`src/rtl/sbox_ti_pkg.sv`:
```
// Shared types, constants and GF(2^8) helpers for the S-box inversion scheduler.
// The GF arithmetic uses the AES field polynomial x^8 + x^4 + x^3 + x + 1.
package sbox_ti_pkg;

  localparam int RAND_W   = 28;
  localparam int CORE_LAT = 2;

  typedef enum logic [1:0] {
    ST_IDLE  = 2'd0,
    ST_ISSUE = 2'd1,
    ST_DRAIN = 2'd2
  } sched_state_e;

  function automatic logic [7:0] gf_mul(input logic [7:0] a, input logic [7:0] b);
    logic [7:0] p;
    logic [7:0] x;
    p = '0;
    x = a;
    for (int i = 0; i < 8; i++) begin
      if (b[i]) p = p ^ x;
      x = {x[6:0], 1'b0} ^ (x[7] ? 8'h1B : 8'h00);
    end
    return p;
  endfunction

  // a^254 is the multiplicative inverse, and maps 0 to 0 for free.
  function automatic logic [7:0] gf_inv(input logic [7:0] a);
    logic [7:0] sq;
    logic [7:0] acc;
    acc = 8'h01;
    sq  = a;
    for (int i = 1; i < 8; i++) begin
      sq  = gf_mul(sq, sq);
      acc = gf_mul(acc, sq);
    end
    return acc;
  endfunction

endpackage

```
`src/rtl/sbox_ti_sched_if.sv`:
```
// Request/response bundle between a state producer and the inversion scheduler.
interface sbox_ti_sched_if #(
  parameter int NBYTES = 16
);
  import sbox_ti_pkg::*;

  // start is taken only while idle and only together with r_valid=1. While busy,
  // r_ack=1 every cycle (r_in consumed); r_valid=0 in any busy cycle aborts the run.
  logic                  start;
  logic [8*NBYTES-1:0]   din0;
  logic [8*NBYTES-1:0]   din1;
  logic [RAND_W-1:0]     r_in;
  logic                  r_valid;
  logic                  r_ack;
  logic                  busy;
  logic                  done;
  logic                  err;
  logic [8*NBYTES-1:0]   dout0;
  logic [8*NBYTES-1:0]   dout1;
  logic [8*NBYTES-1:0]   dout2;
  logic [8*NBYTES-1:0]   dout3;

  modport master (
    output start, din0, din1, r_in, r_valid,
    input  r_ack, busy, done, err, dout0, dout1, dout2, dout3
  );

  modport slave (
    input  start, din0, din1, r_in, r_valid,
    output r_ack, busy, done, err, dout0, dout1, dout2, dout3
  );

endinterface

```
`src/rtl/inversion_TI_opt.sv`:
```
// Two-stage shared GF(2^8) inverter: 2 input shares, 4 output shares, 28 random bits.
// Output shares recombine (XOR) to the inverse of the recombined input.
module inversion_TI_opt
  import sbox_ti_pkg::*;
(
  input  logic              i_clk,
  input  logic              i_rst,
  input  logic [7:0]        i_a0,
  input  logic [7:0]        i_a1,
  input  logic [RAND_W-1:0] i_rnd,
  output logic [7:0]        o_b0,
  output logic [7:0]        o_b1,
  output logic [7:0]        o_b2,
  output logic [7:0]        o_b3
);

  logic [7:0]        r_s0;
  logic [7:0]        r_s1;
  logic [RAND_W-9:0] r_rnd;
  logic [7:0]        w_inv;
  logic [7:0]        w_m1;
  logic [7:0]        w_m2;
  logic [7:0]        w_m3;

  // Stage 1: refresh both input shares with a common mask, keep the output masks.
  always_ff @(posedge i_clk or posedge i_rst) begin
    if (i_rst) begin
      r_s0  <= '0;
      r_s1  <= '0;
      r_rnd <= '0;
    end else begin
      r_s0  <= i_a0 ^ i_rnd[7:0];
      r_s1  <= i_a1 ^ i_rnd[7:0];
      r_rnd <= i_rnd[RAND_W-1:8];
    end
  end

  always_comb begin
    w_m1  = r_rnd[7:0];
    w_m2  = r_rnd[15:8];
    w_m3  = {r_rnd[19:16], r_rnd[19:16]} ^ w_m1 ^ w_m2;
    w_inv = gf_inv(r_s0 ^ r_s1);
  end

  // Stage 2: split the inverse into four shares.
  always_ff @(posedge i_clk or posedge i_rst) begin
    if (i_rst) begin
      o_b0 <= '0;
      o_b1 <= '0;
      o_b2 <= '0;
      o_b3 <= '0;
    end else begin
      o_b0 <= w_inv ^ w_m1 ^ w_m2 ^ w_m3;
      o_b1 <= w_m1;
      o_b2 <= w_m2;
      o_b3 <= w_m3;
    end
  end

endmodule

```
`src/rtl/sbox_ti_sched.sv`:
```
// Byte sequencer feeding one shared inversion core with a whole state, one byte per cycle.
// Build option SBOX_SCHED_GATE_EN zeroes the core data inputs outside issue cycles.
module sbox_ti_sched
  import sbox_ti_pkg::*;
#(
  parameter int NBYTES = 16
) (
  input  logic          CLK,
  input  logic          RST,
  sbox_ti_sched_if.slave bus,
  output sched_state_e  o_dbg_state
);

  localparam int            CW         = 5;
  localparam logic [CW-1:0] LAST       = CW'(NBYTES - 1);
  localparam logic [CW-1:0] DRAIN_LAST = CW'(CORE_LAT - 1);

  sched_state_e r_state;
  sched_state_e w_state_nxt;

  logic [CW-1:0]                r_cnt;
  logic [CW-1:0]                r_drain;
  logic [8*NBYTES-1:0]          r_buf0;
  logic [8*NBYTES-1:0]          r_buf1;
  logic [CORE_LAT-1:0]          r_vpipe;
  logic [CORE_LAT-1:0][CW-1:0]  r_ipipe;
  logic                         r_done;
  logic                         r_err;
  logic [8*NBYTES-1:0]          r_dout0;
  logic [8*NBYTES-1:0]          r_dout1;
  logic [8*NBYTES-1:0]          r_dout2;
  logic [8*NBYTES-1:0]          r_dout3;

  logic       w_busy;
  logic       w_abort;
  logic       w_accept;
  logic       w_issue;
  logic       w_last_issue;
  logic       w_drain_end;
  logic       w_capture;
  logic [7:0] w_sel0;
  logic [7:0] w_sel1;
  logic [7:0] w_core_a0;
  logic [7:0] w_core_a1;
  logic [7:0] w_cb0;
  logic [7:0] w_cb1;
  logic [7:0] w_cb2;
  logic [7:0] w_cb3;

  always_ff @(posedge CLK or posedge RST) begin
    if (RST) r_state <= ST_IDLE;
    else     r_state <= w_state_nxt;
  end

  always_comb begin
    w_state_nxt  = r_state;
    w_busy       = (r_state != ST_IDLE);
    w_abort      = w_busy && !bus.r_valid;
    w_accept     = (r_state == ST_IDLE) && bus.start && bus.r_valid;
    w_issue      = (r_state == ST_ISSUE);
    w_last_issue = w_issue && (r_cnt == LAST);
    w_drain_end  = (r_state == ST_DRAIN) && (r_drain == DRAIN_LAST);
    w_capture    = r_vpipe[CORE_LAT-1] && !w_abort;
    unique case (r_state)
      ST_IDLE:  if (w_accept)     w_state_nxt = ST_ISSUE;
      ST_ISSUE: if (w_last_issue) w_state_nxt = ST_DRAIN;
      ST_DRAIN: if (w_drain_end)  w_state_nxt = ST_IDLE;
      default:                    w_state_nxt = ST_IDLE;
    endcase
    if (w_abort) w_state_nxt = ST_IDLE;
  end

  // The counter parks on the last driven byte, so the mux below keeps presenting it.
  always_comb begin
    w_sel0 = '0;
    w_sel1 = '0;
    for (int b = 0; b < NBYTES; b++) begin
      if (r_cnt == CW'(b)) begin
        w_sel0 = r_buf0[8*b +: 8];
        w_sel1 = r_buf1[8*b +: 8];
      end
    end
  end

`ifdef SBOX_SCHED_GATE_EN
  assign w_core_a0 = w_issue ? w_sel0 : 8'h00;
  assign w_core_a1 = w_issue ? w_sel1 : 8'h00;
`else
  assign w_core_a0 = w_sel0;
  assign w_core_a1 = w_sel1;
`endif

  inversion_TI_opt u_core (
    .i_clk (CLK),
    .i_rst (RST),
    .i_a0  (w_core_a0),
    .i_a1  (w_core_a1),
    .i_rnd (bus.r_in),
    .o_b0  (w_cb0),
    .o_b1  (w_cb1),
    .o_b2  (w_cb2),
    .o_b3  (w_cb3)
  );

  always_ff @(posedge CLK or posedge RST) begin
    if (RST) begin
      r_cnt   <= '0;
      r_drain <= '0;
      r_buf0  <= '0;
      r_buf1  <= '0;
      r_vpipe <= '0;
      r_ipipe <= '0;
      r_done  <= 1'b0;
      r_err   <= 1'b0;
    end else begin
      if (w_accept) begin
        r_buf0 <= bus.din0;
        r_buf1 <= bus.din1;
        r_cnt  <= '0;
        r_err  <= 1'b0;
      end else if (w_issue && !w_last_issue && !w_abort) begin
        r_cnt <= r_cnt + 1'b1;
      end
      r_drain <= (r_state == ST_DRAIN) ? r_drain + 1'b1 : '0;
      r_ipipe <= {r_ipipe[CORE_LAT-2:0], r_cnt};
      if (w_abort) begin
        r_err   <= 1'b1;
        r_vpipe <= '0;
      end else begin
        r_vpipe <= {r_vpipe[CORE_LAT-2:0], w_issue};
      end
      r_done <= w_drain_end && !w_abort;
    end
  end

  // The final capture coincides with the drain-end edge, which also raises done.
  always_ff @(posedge CLK or posedge RST) begin
    if (RST) begin
      r_dout0 <= '0;
      r_dout1 <= '0;
      r_dout2 <= '0;
      r_dout3 <= '0;
    end else if (w_capture) begin
      for (int b = 0; b < NBYTES; b++) begin
        if (r_ipipe[CORE_LAT-1] == CW'(b)) begin
          r_dout0[8*b +: 8] <= w_cb0;
          r_dout1[8*b +: 8] <= w_cb1;
          r_dout2[8*b +: 8] <= w_cb2;
          r_dout3[8*b +: 8] <= w_cb3;
        end
      end
    end
  end

  assign bus.busy    = w_busy;
  assign bus.r_ack   = w_busy;
  assign bus.done    = r_done;
  assign bus.err     = r_err;
  assign bus.dout0   = r_dout0;
  assign bus.dout1   = r_dout1;
  assign bus.dout2   = r_dout2;
  assign bus.dout3   = r_dout3;
  assign o_dbg_state = r_state;

endmodule

```
`src/flat_wrapper.sv`:
```
// flat-port wrapper written by rule: the top's interface ports become plain ports
module sbox_ti_sched_flat import sbox_ti_pkg::*;
#(
  parameter int NBYTES = 16
)
  (CLK, RST, o_dbg_state, bus_start, bus_din0, bus_din1, bus_r_in, bus_r_valid, bus_r_ack, bus_busy, bus_done, bus_err, bus_dout0, bus_dout1, bus_dout2, bus_dout3);
  sbox_ti_sched_if #(.NBYTES(NBYTES)) bus_i ();
  input  logic CLK;
  input  logic RST;
  output sched_state_e o_dbg_state;
  input wire logic [$bits(bus_i.start)-1:0] bus_start;
  input wire logic [$bits(bus_i.din0)-1:0] bus_din0;
  input wire logic [$bits(bus_i.din1)-1:0] bus_din1;
  input wire logic [$bits(bus_i.r_in)-1:0] bus_r_in;
  input wire logic [$bits(bus_i.r_valid)-1:0] bus_r_valid;
  output wire logic [$bits(bus_i.r_ack)-1:0] bus_r_ack;
  output wire logic [$bits(bus_i.busy)-1:0] bus_busy;
  output wire logic [$bits(bus_i.done)-1:0] bus_done;
  output wire logic [$bits(bus_i.err)-1:0] bus_err;
  output wire logic [$bits(bus_i.dout0)-1:0] bus_dout0;
  output wire logic [$bits(bus_i.dout1)-1:0] bus_dout1;
  output wire logic [$bits(bus_i.dout2)-1:0] bus_dout2;
  output wire logic [$bits(bus_i.dout3)-1:0] bus_dout3;
  assign bus_i.start = bus_start;
  assign bus_i.din0 = bus_din0;
  assign bus_i.din1 = bus_din1;
  assign bus_i.r_in = bus_r_in;
  assign bus_i.r_valid = bus_r_valid;
  assign bus_r_ack = bus_i.r_ack;
  assign bus_busy = bus_i.busy;
  assign bus_done = bus_i.done;
  assign bus_err = bus_i.err;
  assign bus_dout0 = bus_i.dout0;
  assign bus_dout1 = bus_i.dout1;
  assign bus_dout2 = bus_i.dout2;
  assign bus_dout3 = bus_i.dout3;
  sbox_ti_sched #(.NBYTES(NBYTES)) u_core (.CLK(CLK), .RST(RST), .bus(bus_i), .o_dbg_state(o_dbg_state));
endmodule
```
`config.mk`:
```
export PLATFORM = sky130hd
export DESIGN_NAME = sbox_ti_sched_flat
export DESIGN_NICKNAME = d
export VERILOG_FILES = /design/src/rtl/sbox_ti_pkg.sv /design/src/rtl/sbox_ti_sched_if.sv /design/src/rtl/inversion_TI_opt.sv /design/src/rtl/sbox_ti_sched.sv /design/src/flat_wrapper.sv
export SDC_FILE = /design/constraint.sdc
export NUM_CORES = 2
export LEC_CHECK = 0
export CORE_MARGIN = 2
export CORE_UTILIZATION = 30
export CTS_CLUSTER_SIZE = 10
export DETAILED_ROUTE_END_ITERATION = 8
export GPL_ROUTABILITY_DRIVEN = 0
export PLACE_DENSITY = 0.57
export SYNTH_ARGS = -nofsm -noshare
export SYNTH_HDL_FRONTEND = slang
export SYNTH_SLANG_ARGS = --single-unit
```
`constraint.sdc`:
```
create_clock -name CLK -period 80 [get_ports CLK]
set_input_delay 8 -clock CLK [delete_from_list [all_inputs] [get_ports CLK]]
set_output_delay 8 -clock CLK [all_outputs]
set_load 0.01 [all_outputs]
```
# == After elaboration in Yosys (flattened, before gate mapping) ==
# Index checks and enable logic that the tools add are counted.
# word_totals
ff_bits,862
latchBits,0
output_inout_bits,518
mem_bits_ro,0
mem_bits_rw,0
inputBits,288
wordCells,597
mem_count,0
# classes
addsub,2
div,0
mul,0
reduce_logical,35
n_eq_ne,36
muxes,246
bitwise,197
magnitude_cmp,0
n_shift,0
# op_table
op,n
$mux W8,137
$xor A8 B8 Y8,99
$xor A8 B5 Y8,91
$mux W5,95
$eq A5 B4 Y1 const B,16
$eq A5 B3 Y1 const B,8
$reduce_and A2 Y1,16
$eq A5 B2 Y1 const B,4
$eq A5 B1 Y1 const B,3
$mux W2,6
$add A5 B1 Y5 const B,2
$logic_not A5 Y1,2
$logic_and A1 B1 Y1,9
$mux W7,1
$not A1 Y1 const A,7
$mux W6,1
$ne A3 B1 Y1 const B,2
$pmux W2 S3,1
$reduce_bool A2 Y1,3
$mux W4,1
$logic_not A1 Y1,3
$mux W1,3
$mux W3,1
$ne A3 B2 Y1 const B,1
4 further kinds,4

# == Longest topological paths before layout ==
# logic_depth
depth_word,131
ltp_mapped,66

# == By module ==
# A second synthesis with hierarchy kept.
# hier_totals
cells_unflattened,4685
area_unflattened_um2,48552.8
# by_module_without_submodules
mod,cells_each,area_per_inst_um2,n_inst
sbox_ti_sched,2810,32977.9,1
inversion_TI_opt,1875,15574.9,1

# == Worst setup path before layout ==
# Ideal clock, no wire load.
# synth_timing
path_type,reg2reg
from,reg u_core.u_core.r_s1[7]
to,reg u_core.u_core.o_b0[5]
setup_time_ps,131
arrival_time_ps,14568
stages_incl_launch_ff,65
path_buffers,12
slack_ps,65301
cell_sequence,dfrtp_1 xnor2_1 inv_1 clkbuf_1 ha_1 xnor3_1 a21o_1 and2_1 clkbuf_1 inv_2 buf_1 ha_1 clkbuf_1 inv_1 a21oi_1 xnor2_1 xnor2_1 inv_1 (+29 left out) nand3b_1 a32o_1 and2_1 a211oi_1 nor3_1 o21a_1 clkbuf_1 or2_1 buf_2 o31a_1 or3_1 a31oi_1 xnor2_1 a221oi_1 xnor2_1 nor2_1 a311oi_1 xnor2_1
# synth_via
elab_chain_cells,128
word_cells_on_any_way,384
# synth_lines
element,line,text
"start, declared",inversion_TI_opt.sv:18,logic [7:0] r_s1;
"start signal, assigned",inversion_TI_opt.sv:33,r_s1 <= i_a1 ^ i_rnd[7:0];
$xor A8 B8 Y8 (*),inversion_TI_opt.sv:42,w_inv = gf_inv(r_s0 ^ r_s1);
$mux W5,sbox_ti_pkg.sv:21,"x = {x[6:0], 1'b0} ^ (x[7] ? 8'h1B : 8'h00);"
$xor A8 B5 Y8,sbox_ti_pkg.sv:21,
$xor A8 B8 Y8,sbox_ti_pkg.sv:20,if (b[i]) p = p ^ x;
$mux W8,sbox_ti_pkg.sv:20,
$xor A8 B8 Y8,sbox_ti_pkg.sv:20,
$mux W8,sbox_ti_pkg.sv:20,
$xor A8 B8 Y8,sbox_ti_pkg.sv:20,
(+110 left out),--,
$mux W8,sbox_ti_pkg.sv:20,
$xor A8 B8 Y8,sbox_ti_pkg.sv:20,
$mux W8,sbox_ti_pkg.sv:20,
$xor A8 B8 Y8,sbox_ti_pkg.sv:20,
$mux W8,sbox_ti_pkg.sv:20,
$xor A8 B8 Y8,sbox_ti_pkg.sv:20,
$mux W8 (*),sbox_ti_pkg.sv:20,
$xor A8 B8 Y8 (*) (3 in series),inversion_TI_opt.sv:53,o_b0 <= w_inv ^ w_m1 ^ w_m2 ^ w_m3;
"end signal, assigned",inversion_TI_opt.sv:53,
"end, declared",inversion_TI_opt.sv:11,"output logic [7:0] o_b0,"
# Every way passes the cells marked *; elsewhere a longest branch is shown, timed or not.
# A chain may end at the register's enable or synchronous reset.

# == Worst setup path in the final report ==
# Ends and elaborated chain as after synthesis.

==> results.ini <==
[drt]
dr.pass1.iters = 5
drtAntennaViolNets = 0
vias = 35900
drt_iter0_drc = 2380
post_drt_wl_per_cell_um = 22.4
via_per_inst = 5.02
drc_errors = 0
drt_wl_total_mm = 160

[worst_setup_path]
crit_type = reg2reg
end_kind = flip-flop
slowest_stage = xnor2_1
cp_slowest_stage_delay_ns = 0.91
arrival_ns = 18.94
worst_setup_path_start_kind = flip-flop
worstPathRequired_ns = 80.58
crit_top_cell = xnor2_1
crit_fanout = 27

[sta]
hold_viol = 0
tightest_slew_ns = 1.19
setup_violations = 0
post-route-period-util_pct = 23.0
max_freq_ghz = 0.0545
rsz0062_at_grt = false
fin_ws_ns = 61.64
clock_skew_ns = 0.0501
fin_tns_setup_ns = 0
maxSlewViolCount = 0
relSlewSlack_pct = 20.4
period_needed_ns = 18.36

[clock_network]
cts_buffers = 100
insertion_delay_ns = 0.73
cts_tree = built
clock_sinks = 862
clk_pin_slew_worst_paths_ns = 0.05
cts_setup_buffers = 0
hold_buffers = 0
cts-root-buf = clkbuf_16
htreeDepth = 3
cts-resized-gates = 0
cts.path.max_buffers = 3

[global_route]
grt_pass1_wl_mm = 237
grt_max_degree = 81
grt_pass1_vias = 35700
grtUsageMet2_pct = 31.6
use_met3_pct = 5.68
grtUsageMet1_pct = 23.6
busiest_layer = met2
antenna_found_initial = 44
grt_usage_pct = 18.8
gr-total-overflow = 0

[synth]
ys_warn_count = 0
synth_edf_count = 0
ys_types = 107
synth_seq_area_share_pct = 44.3
synth_nets = 4541
avgSynthCellArea_um2 = 11.5
synth_seq_cells = 862
postSynth.asyncResetShare_pct = 100
yosys_most_used_dff = dfrtp_1
syn_area_um2 = 48700
synth_cells = 4239

[floorplanning]
die_y_um = 407
dieArea_um2 = 165000
die_x_um = 407
core_um2 = 161000
rows = 147
initial_utilization_pct = 30.3
ios = 806

[placed_design]
dpl.hpwl_mm = 116
pre_cts_ws_ns = 61.89
port_buffers = 805

[cells_and_area]
multi_input_area_um2 = 25900
seq_area_um2 = 21600
final_layout_size_suffix_gt1_share_pct = 23.2
nets = 5264
syn_to_final_growth_pct = 27.6
fillers = 15700

[min_path]
min_path_type = reg2reg

[job]
cap_violations = 0

[outcome]
outcome = completed

==> layout make-up <==
| class | instances | share of cell area [%] |
|---|---|---|
| sequential | 862 | 34.7 |
| inverter | 33 | 0.212 |
| tap | 2160 | 4.35 |
| antenna | 6 | 0.0242 |
| clock inverter | 11 | 0.363 |
| multi-input combinational | 3050 | 41.8 |
| clock buffer | 120 | 4.22 |
| timing repair buffer | 915 | 14.3 |
==> per-layer routing <==
metal  wire, um  part of all wire [%]
met1      66700                    42
met5        436                  0.27
met4       3710                   2.3
met2      75900                    47
met3      13500                   8.4
==> kinds of logic (layout without fill, tap and decap cells) <==
kind of cell	count (synthesis)	after routing	synth area share (%)
XOR/XNOR	670	670	16.4
buffers and inverters	327	1079	2.77
other	0	6	0
AO/OA/AOI/OAI	626	626	8.55
adder cells (fa/ha/maj)	14	14	0.360
AND/OR/NAND/NOR	897	897	8.28
flip-flops	862	862	44.3
multiplexers	843	843	19.3
==> sequential cells by signal, summed over array words and instances (netlist names), 2 cells and up <==
signal,flops
u_core.bus.dout1,128
u_core.u_core.o_b3,8
u_core.u_core.o_b1,8
u_core.o_dbg_state,2
u_core.bus.dout0,128
u_core.bus.dout2,128
u_core.u_core.r_s0,8
u_core.u_core.r_rnd,20
u_core.r_buf0,128
u_core.r_vpipe,2
u_core.r_ipipe,10
u_core.r_cnt,5
u_core.u_core.r_s1,8
u_core.u_core.o_b2,8
u_core.bus.dout3,128
u_core.r_buf1,128
u_core.r_drain,5
u_core.u_core.o_b0,8
==> cells in the final DEF, fill, tap and decap left out, drive strengths merged, types with 19 or more instances in the layout <==
| cell type | count |
|---|---|
| o22ai | 21 |
| a22oi | 79 |
| nor3 | 72 |
| xor2 | 81 |
| nor2 | 406 |
| clkdlybuf4s50 | 805 |
| mux2i | 67 |
| clkbuf | 120 |
| nand2 | 201 |
| nand3 | 64 |
| dfrtp | 862 |
| buf | 110 |
| and3 | 20 |
| a211oi | 22 |
| xnor2 | 495 |
| xnor3 | 85 |
| a21oi | 155 |
| mux2 | 776 |
| o21ai | 147 |
| o211ai | 62 |
| nand2b | 23 |
| and2 | 19 |
| inv | 33 |
==> final timing paths <==
| kind | startpoint | end | slack, ns | depth (start not counted) |
|---|---|---|---|---|
| min in group asynchronous | RST | u_core.bus.dout2[89] | 7.71 | 2 |
| max in group asynchronous | RST | u_core.r_buf0[33] | 69.25 | 5 |
| worst min-delay path | u_core.r_ipipe[4] | u_core.r_ipipe[9] | 0.36 | 0 |
| worst max-delay path | u_core.u_core.r_s1[7] | u_core.u_core.o_b0[5] | 61.64 | 50 |
| worst max register to register | u_core.u_core.r_s1[7] | u_core.u_core.o_b0[5] | 61.64 | 50 |
| worst min register to register | u_core.r_ipipe[4] | u_core.r_ipipe[9] | 0.36 | 0 |
==> per-stage QoR <==
stage | instance area [um^2] | hold WS (ns) | instances | utilization (%)
after floorplan | 48700 | 0.331 | 4239 | -
final | 62100 | 0.356 | 7157 | 38.6
after detailed placement | 59200 | 0.347 | 7020 | 36.8
after CTS | 62100 | 0.366 | 7151 | 38.6
after global routing | 62100 | 0.380 | 7152 | 38.6
after global placement | 59200 | 0.331 | 7020 | 36.8
==> worst max-delay path, delay by kind of cell, from the launching register on <==
family	cells	cell delay (ns)
AO/OA/AOI/OAI	15	4.25
XOR/XNOR	13	6.04
adder cells (fa/ha/maj)	2	0.89
multiplexers	2	0.33
buffers and inverters	3	0.99
flip-flops	1	0.40
AND/OR/NAND/NOR	15	5.27
==> Yosys cell counts, drive strengths merged, types with 22 or more instances <==
cell type  instances  share of area [%]
nand3             64               0.66
nor2             406                3.2
inv               32               0.25
mux2             776                 18
o21ai            147                1.5
nor3              72               0.76
a211oi            22               0.38
a22oi             79                1.2
clkbuf           219                1.7
nand2            201                1.6
nand2b            23               0.30
xnor2            495                 10
xor2              81                1.7
a21oi            155                1.6
buf               75               0.82
o211ai            62               0.97
xnor3             85                3.9
mux2i             67                1.4
dfrtp            862                 44
Power is not shown: default switching activity piles up to over one toggle a cycle in this logic, so the estimate is an artifact.
